==> config.mk <==
export PLATFORM = sky130hd
export DESIGN_NAME = sum_accumulator_flat
export DESIGN_NICKNAME = d
export VERILOG_FILES = /design/src/rtl/sum_accumulator_if.sv /design/src/rtl/sum_accumulator.sv /design/src/flat_wrapper.sv
export SDC_FILE = /design/constraint.sdc
export NUM_CORES = 1
export LEC_CHECK = 0
export ABC_AREA = 0
export CAP_MARGIN = 15
export CELL_PAD_IN_SITES_DETAIL_PLACEMENT = 0
export CELL_PAD_IN_SITES_GLOBAL_PLACEMENT = 2
export CORE_ASPECT_RATIO = 1.4
export CORE_MARGIN = 2
export CORE_UTILIZATION = 34
export CTS_CLUSTER_SIZE = 8
export DETAILED_ROUTE_END_ITERATION = 7
export PLACE_DENSITY = 0.8
export SYNTH_ARGS = -nofsm -noshare
export SYNTH_HDL_FRONTEND = slang
export SYNTH_SLANG_ARGS = --single-unit
==> constraint.sdc <==
create_clock -name IN_clk -period 3.7 [get_ports IN_clk]
set_input_delay 0.555 -clock IN_clk [delete_from_list [all_inputs] [get_ports IN_clk]]
set_output_delay 0.555 -clock IN_clk [all_outputs]
set_load 0.01 [all_outputs]
==> src/rtl/sum_accumulator_if.sv <==
// Handshake bundle for sum_accumulator: upstream sum beats in, batch totals out.
// master drives the IN_* side (producer/consumer), slave is the accumulator.
interface sum_accumulator_if #(
  parameter int unsigned WIDTH = 8,
  parameter int unsigned ACC_W = WIDTH + 4
);
  logic             IN_valid;
  logic             OUT_ready;
  logic [WIDTH-1:0] IN_sum;
  logic             IN_last;
  logic             OUT_valid;
  logic             IN_ready;
  logic [ACC_W-1:0] OUT_total;
  logic [7:0]       OUT_count;
  logic             OUT_ovf;

  modport master (
    output IN_valid, IN_sum, IN_last, IN_ready,
    input  OUT_ready, OUT_valid, OUT_total, OUT_count, OUT_ovf
  );

  modport slave (
    input  IN_valid, IN_sum, IN_last, IN_ready,
    output OUT_ready, OUT_valid, OUT_total, OUT_count, OUT_ovf
  );
endinterface

==> src/rtl/sum_accumulator.sv <==
// Batches up to COUNT upstream sums into an ACC_W-bit total with valid/ready on both sides.
// Define SUM_ACCUMULATOR_SATURATE_EN to clamp on carry-out instead of wrapping.
module sum_accumulator #(
  parameter int unsigned WIDTH = 8,
  parameter int unsigned COUNT = 4,
  parameter int unsigned ACC_W = WIDTH + 4
) (
  input logic              IN_clk,
  input logic              IN_rst_n,
  sum_accumulator_if.slave bus
);

  typedef enum logic [1:0] {StIdle, StAccum, StDone} state_e;

  state_e           state_q, state_d;
  logic [ACC_W-1:0] acc_q, acc_d;
  logic [7:0]       cnt_q, cnt_d;
  logic             ovf_q, ovf_d;
  logic [ACC_W-1:0] total_q, total_d;
  logic [7:0]       count_q, count_d;
  logic             ovf_out_q, ovf_out_d;

  logic             accept;
  logic [ACC_W-1:0] base_acc;
  logic [7:0]       base_cnt;
  logic             base_ovf;
  logic [ACC_W:0]   sum_ext;
  logic             carry;
  logic             batch_end;

  // Ready is masked by reset so nothing is offered while reset is held.
  assign bus.OUT_ready = IN_rst_n & (state_q != StDone);
  assign bus.OUT_valid = (state_q == StDone);
  assign bus.OUT_total = total_q;
  assign bus.OUT_count = count_q;
  assign bus.OUT_ovf   = ovf_out_q;
  assign accept        = bus.IN_valid & bus.OUT_ready;

  always_comb begin
    state_d   = state_q;
    acc_d     = acc_q;
    cnt_d     = cnt_q;
    ovf_d     = ovf_q;
    total_d   = total_q;
    count_d   = count_q;
    ovf_out_d = ovf_out_q;

    // A beat in IDLE starts a fresh batch, so it adds onto zero.
    base_acc  = (state_q == StIdle) ? '0 : acc_q;
    base_cnt  = (state_q == StIdle) ? 8'd0 : cnt_q;
    base_ovf  = (state_q == StIdle) ? 1'b0 : ovf_q;
    sum_ext   = {1'b0, base_acc} + {{(ACC_W + 1 - WIDTH){1'b0}}, bus.IN_sum};
    carry     = sum_ext[ACC_W];
    batch_end = bus.IN_last | ((base_cnt + 8'd1) == 8'(COUNT));

    unique case (state_q)
      StIdle, StAccum: begin
        if (accept) begin
`ifdef SUM_ACCUMULATOR_SATURATE_EN
          acc_d = carry ? '1 : sum_ext[ACC_W-1:0];
`else
          acc_d = sum_ext[ACC_W-1:0];
`endif
          cnt_d = base_cnt + 8'd1;
          ovf_d = base_ovf | carry;
          if (batch_end) begin
            state_d   = StDone;
            total_d   = acc_d;
            count_d   = cnt_d;
            ovf_out_d = ovf_d;
          end else begin
            state_d = StAccum;
          end
        end
      end
      StDone: begin
        if (bus.IN_ready) state_d = StIdle;
      end
      default: state_d = StIdle;
    endcase
  end

  always_ff @(posedge IN_clk or negedge IN_rst_n) begin
    if (!IN_rst_n) begin
      state_q   <= StIdle;
      acc_q     <= '0;
      cnt_q     <= 8'd0;
      ovf_q     <= 1'b0;
      total_q   <= '0;
      count_q   <= 8'd0;
      ovf_out_q <= 1'b0;
    end else begin
      state_q   <= state_d;
      acc_q     <= acc_d;
      cnt_q     <= cnt_d;
      ovf_q     <= ovf_d;
      total_q   <= total_d;
      count_q   <= count_d;
      ovf_out_q <= ovf_out_d;
    end
  end

endmodule

==> src/flat_wrapper.sv <==
// flat-port wrapper written by rule: the top's interface ports become plain ports
module sum_accumulator_flat 
#(
  parameter int unsigned WIDTH = 8,
  parameter int unsigned COUNT = 4,
  parameter int unsigned ACC_W = WIDTH + 4
)
  (IN_clk, IN_rst_n, bus_IN_valid, bus_IN_sum, bus_IN_last, bus_IN_ready, bus_OUT_ready, bus_OUT_valid, bus_OUT_total, bus_OUT_count, bus_OUT_ovf);
  sum_accumulator_if #(.WIDTH(WIDTH), .ACC_W(ACC_W)) bus_i ();
  input logic IN_clk;
  input logic IN_rst_n;
  input wire logic [$bits(bus_i.IN_valid)-1:0] bus_IN_valid;
  input wire logic [$bits(bus_i.IN_sum)-1:0] bus_IN_sum;
  input wire logic [$bits(bus_i.IN_last)-1:0] bus_IN_last;
  input wire logic [$bits(bus_i.IN_ready)-1:0] bus_IN_ready;
  output wire logic [$bits(bus_i.OUT_ready)-1:0] bus_OUT_ready;
  output wire logic [$bits(bus_i.OUT_valid)-1:0] bus_OUT_valid;
  output wire logic [$bits(bus_i.OUT_total)-1:0] bus_OUT_total;
  output wire logic [$bits(bus_i.OUT_count)-1:0] bus_OUT_count;
  output wire logic [$bits(bus_i.OUT_ovf)-1:0] bus_OUT_ovf;
  assign bus_i.IN_valid = bus_IN_valid;
  assign bus_i.IN_sum = bus_IN_sum;
  assign bus_i.IN_last = bus_IN_last;
  assign bus_i.IN_ready = bus_IN_ready;
  assign bus_OUT_ready = bus_i.OUT_ready;
  assign bus_OUT_valid = bus_i.OUT_valid;
  assign bus_OUT_total = bus_i.OUT_total;
  assign bus_OUT_count = bus_i.OUT_count;
  assign bus_OUT_ovf = bus_i.OUT_ovf;
  sum_accumulator #(.WIDTH(WIDTH), .COUNT(COUNT), .ACC_W(ACC_W)) u_core (.IN_clk(IN_clk), .IN_rst_n(IN_rst_n), .bus(bus_i));
endmodule
# [Word level (Yosys, flattened, before mapping)]
# Cells that the tools add are included.
[word_totals] ff_bits=44 input_bits=13 word_cells=31
[classes] addsub=2 eq_ne=6 muxes=7 bitwise_logic=4 n_reduce_logical=5
[ops] op="$add 12x8->13" count=1
[ops] op="$mux 12" count=1
[ops] op="$add 8x1->8 const B" count=1
[ops] op="$eq 8x3->1 const B" count=1
[ops] op="$mux 8" count=1
[ops] op="$mux 2" count=3
[ops] op="$ne 2x2->1 const B" count=2
[ops] op="$pmux 2 s2" count=1
[ops] op="$reduce_and 2->1" count=2
[ops] op="$reduce_and 3->1" count=1
[ops] op="$and 1x1->1" count=2
[ops] op="$eq 2x1->1 const B" count=1
[ops] op="$eq 2x2->1 const B" count=1
[ops] op="$logic_not 2->1" count=1
[ops] op="$ne 2x1->1 const B" count=1
[ops] op="$or 1x1->1" count=2
[ops] op="$reduce_or 2->1" count=1
[ops] op="$mux 1" count=1

# [Depth between registers and ports, before layout]
[logic_depth] word_depth=8 ltp_mapped=13

# [Least setup slack after synthesis]
# OpenSTA, ideal clock, no wires.
[synth_timing] path_type="reg-to-reg" start="reg u_core.state_q[1]" end="reg u_core.ovf_out_q (netlist: u_core.bus.OUT_ovf)" arrival_ps=2719 setup_slack_ps=856 stages_incl_launch_ff=13 n_path_buf=3 synth_period_minus_slack_ps=2844 cell_sequence="dfrtp_1 > buf_6 > or2_1 > buf_6 > clkbuf_1 > and2_1 > ha_1 > fa_1 > a211oi_1 > o211ai_1 > nand4_1 > o31ai_1 > mux2_4"
[synth_between] elab_chain_cells=6 word_cells_on_any_way=15 classes_between="2 x add/sub; 3 x eq/ne; 3 x mux; 4 x bitwise; 3 x reduce/logical"
[synth_rtl] element="start, declared" line="sum_accumulator.sv:15" rtl="state_e state_q, state_d;"
[synth_rtl] element="start signal, assigned" line="sum_accumulator.sv:85" rtl="state_q <= StIdle;"
[synth_rtl] element="start signal, assigned" line="sum_accumulator.sv:93" rtl="state_q <= state_d;"
[synth_rtl] element="$logic_not 2->1"
[synth_rtl] element="$mux 8" line="sum_accumulator.sv:50" rtl="base_cnt = (state_q == StIdle) ? 8'd0 : cnt_q;"
[synth_rtl] element="$add 8x1->8" line="sum_accumulator.sv:54" rtl="batch_end = bus.IN_last | ((base_cnt + 8'd1) == 8'(COUNT));"
[synth_rtl] element="$eq 8x3->1" line="sum_accumulator.sv:54"
[synth_rtl] element="$or 1x1->1" line="sum_accumulator.sv:54"
[synth_rtl] element="$reduce_and 3->1 (no source line)"
[synth_rtl] element="end signal, assigned" line="sum_accumulator.sv:99" rtl="ovf_out_q <= ovf_out_d;"
[synth_rtl] element="end, declared" line="sum_accumulator.sv:21" rtl="logic ovf_out_q, ovf_out_d;"
# Parallel ways exist; a longest one is shown, timed or not.
# A chain may end at the register's enable or synchronous reset.

# [Worst setup path after layout]
# Same ends and word-level chain as after synthesis.

==> flow_summary_export.csv <==
group,metric,value,unit
die,die_w,77.0,um
die,core-area,7310,um2
drt,vias_per_cell,5.08,
drt,drtPass1Iterations,4,
cts,cts_tree,"built",
worst_setup_path,required,3.88,ns
timing,hold_viol_final,0,
timing,worst_pin_slew,0.718,ns
drt,wirelength,6140,um
global_route,grt_pass1_vias,2041,
synth,async_flop_share,1.00,
synth,syn-cell-area,2540,um2
synth,synth_cells,257,
synth,synth-edff-count,0,
timing,maxClockFrequency,310,MHz
timing,skew,0.0100,ns
cts,clkSinkCount,44,
synth,synth.most_common_cell,"dfrtp_1",
die,rows,37,
finish,nets,313,
synth,synth-xor-area-share,0.0483,
timing,slew-limit-headroom,0.521,
synth,yosys_warnings,0,
worst_setup_path,rr_worst_depth,9,
drt,drc,0,
cts,clock_latency,0.30,ns
run,max-cap-violations,0,
cts,cts-root-buf,"clkbuf_8",
cts,clk_path_buf_depth,2,
worst_setup_path,end_kind,"register",
global_route,grt_usage,0.162,
synth,yosys-top-cells-area,"dfrtp_1 43%, nand2_1 6.1%, mux2_4 5.9%, o21ai_0 5.5%, ha_1 4.9%",
global_route,antenna_found_initial,0,
synth,synth_cell_types,43,
synth,yosysTopAreaCell,"dfrtp_1",
pwr,p_leak,0.00132,uW
pwr,power_density,462,nW/um2
synth,synthSimpleGateAreaFrac,0.164,
drt,drt_iter0_drc,76,
cts,h-tree-depth,2,
drt,ant_nets,0,
timing,rsz0062_at_grt,"false",
cts,path_clk_slew,0.09,ns
die,pin_count,36,
timing,fin_setup_tns,0,ns
drt,dr_total_vias,1967,
synth,synth_top_family_by_area,"compound AO/OA/AOI/OAI gates",
finish,fin_util,0.416,
worst_hold_path,holdCritPathClass,"input pin to async pin",
drt,drt-wirelength-per-cell,15.9,um
synth,synthMuxAreaShare,0.0646,
die,fp.dieH,106,um
synth,synth_nets,281,
finish,fillers,759,
worst_setup_path,worst-setup-path-type,"register to register",
finish,seqCellArea,1100,um2
synth,synth_common_cells,"44 x dfrtp_1, 41 x nand2_1, 28 x o21ai_0",
timing,setup_violations,0,
worst_setup_path,cp_max_fo,24,
worst_setup_path,worstPathArrival,3.40,ns
cts,numCtsBuffers,5,
finish,drive_above_1_share,0.103,
die,start_util,0.347,
synth,synth_fa_ha_area_frac,0.0572,
synth,synth_top_area_frac,0.434,
global_route,grt_max_degree,32,
cts,cts_setup_buffers,0,
timing,slew_viol_final,0,
die,die-area,8180,um2
cts,ctsHoldBuffers,0,
run_status,run_status,"finished clean",
cts,cts_resized,0,
global_route,grt_pass1_wl,10300,um
worst_setup_path,cp-start-kind,"register",
global_route,overflow,0,
synth,ys.flop_type,"dfrtp_1",
timing,finalCriticalPeriod,3.22,ns
placed_design,dp_hpwl,4520,um
pwr,peakVddDrop,0.196,mV
synth,avgSynthCellArea,9.88,um2
finish,multi_input_area,1340,um2
finish,area_growth_syn_to_layout,19.8,%
synth,synth-seq-cells,44,
synth,synth_compound_area_frac,0.193,
placed_design,place_congestion,0.763,
timing,fin_crit_sh,0.871,
synth,seq_area_frac_synth,0.434,
placed_design,io_buffers,35,
finish,n_antenna_cell,0,
-- per-layer routing --
| metal | global-route usage | share of wire | up-vias |
|---|---|---|---|
| met1 | 0.190 | 0.42 | 929 |
| li1 | - | - | 981 |
| met4 | 0.0765 | 0.029 | 0 |
| met2 | 0.289 | 0.52 | 45 |
| met3 | 0.0238 | 0.028 | 12 |
| met5 | 0 | 0 | - |
-- worst paths after layout --
kind,start,end,slack (ns)
setup / recovery,u_core.state_q[1],u_core.bus.OUT_ovf,0.48
hold / removal,IN_rst_n,u_core.cnt_q[6],0.17
setup reg to reg,u_core.state_q[1],u_core.bus.OUT_ovf,0.48
hold reg to reg,u_core.acc_q[1],u_core.acc_q[1],0.47
max in group asynchronous,IN_rst_n,u_core.bus.OUT_total[8],2.75
min in group IN_clk,u_core.acc_q[1],u_core.acc_q[1],0.47
-- kinds of logic (layout without fill, tap and decap cells) --
| logic type | count (synthesis) | in the layout |
|---|---|---|
| AND/OR/NAND/NOR | 87 | 87 |
| AO/OA/AOI/OAI | 74 | 74 |
| flip-flops | 44 | 44 |
| buffers and inverters | 16 | 49 |
| XOR/XNOR | 14 | 14 |
| adder cells (fa/ha/maj) | 11 | 11 |
| multiplexers | 11 | 11 |
-- power breakdown --
group          total, uW  internal, uW  leakage (uW)  switching (uW)
Sequential           627           570      0.000580            57.6
Combinational        461           225      0.000690             236
Clock                315           149     0.0000510             166
-- cell usage in the layout, fill, tap and decap left out, drive strengths merged, types with 7 or more instances in the layout --
| cell | netlist | routed |
|---|---|---|
| a21oi | 7 | 7 |
| nand2 | 41 | 41 |
| mux2 | 10 | 10 |
| dfrtp | 44 | 44 |
| ha | 10 | 10 |
| clkdlybuf4s50 | 0 | 34 |
| nor2 | 15 | 15 |
| xor2 | 9 | 9 |
| and2 | 13 | 13 |
| o31ai | 12 | 12 |
| o21ai | 29 | 29 |
-- registers in the layout, summed over array words and instances (netlist names) --
name / cells
u_core.acc_q: 12
u_core.cnt_q: 8
u_core.bus.OUT_total: 12
u_core.state_q: 2
u_core.bus.OUT_count: 8
u_core.bus.OUT_ovf: 1
u_core.ovf_q: 1
-- area by class of cell --
class,count,share of cell area
Timing Repair Buffer,40,0.126
Inverter,1,0.00123
Sequential cell,44,0.362
Tap cell,97,0.0399
Multi-Input combinational cell,197,0.440
Clock inverter,2,0.00329
Clock buffer,6,0.0272
-- critical path, cell delays in order, from the launching register on --
cell and delay [ns]:
dfrtp_1 0.49, or2_1 0.34, and2_1 0.25, ha_1 0.34, nand3_1 0.19, o21a_1 0.22
o21ai_1 0.28, a31oi_4 0.34, nor2_8 0.34, mux2_4 0.33
-- stage by stage --
stage / area (um2) / std cells / setup slack, ns / total power, uW / hold WS (ns)
floorplan: 2540 / 257 / 0.856 / 903 / 0.259
global placement: 2950 / 379 / 0.539 / 1100 / 0.452
detailed placement: 2950 / 379 / 0.469 / 1100 / 0.461
CTS: 3040 / 387 / 0.454 / 1430 / 0.188
global route: 3040 / 387 / 0.249 / 1500 / 0.183
finish: 3040 / 387 / 0.476 / 1400 / 0.174
No activity file was read; power rests on OpenSTA's default activity.
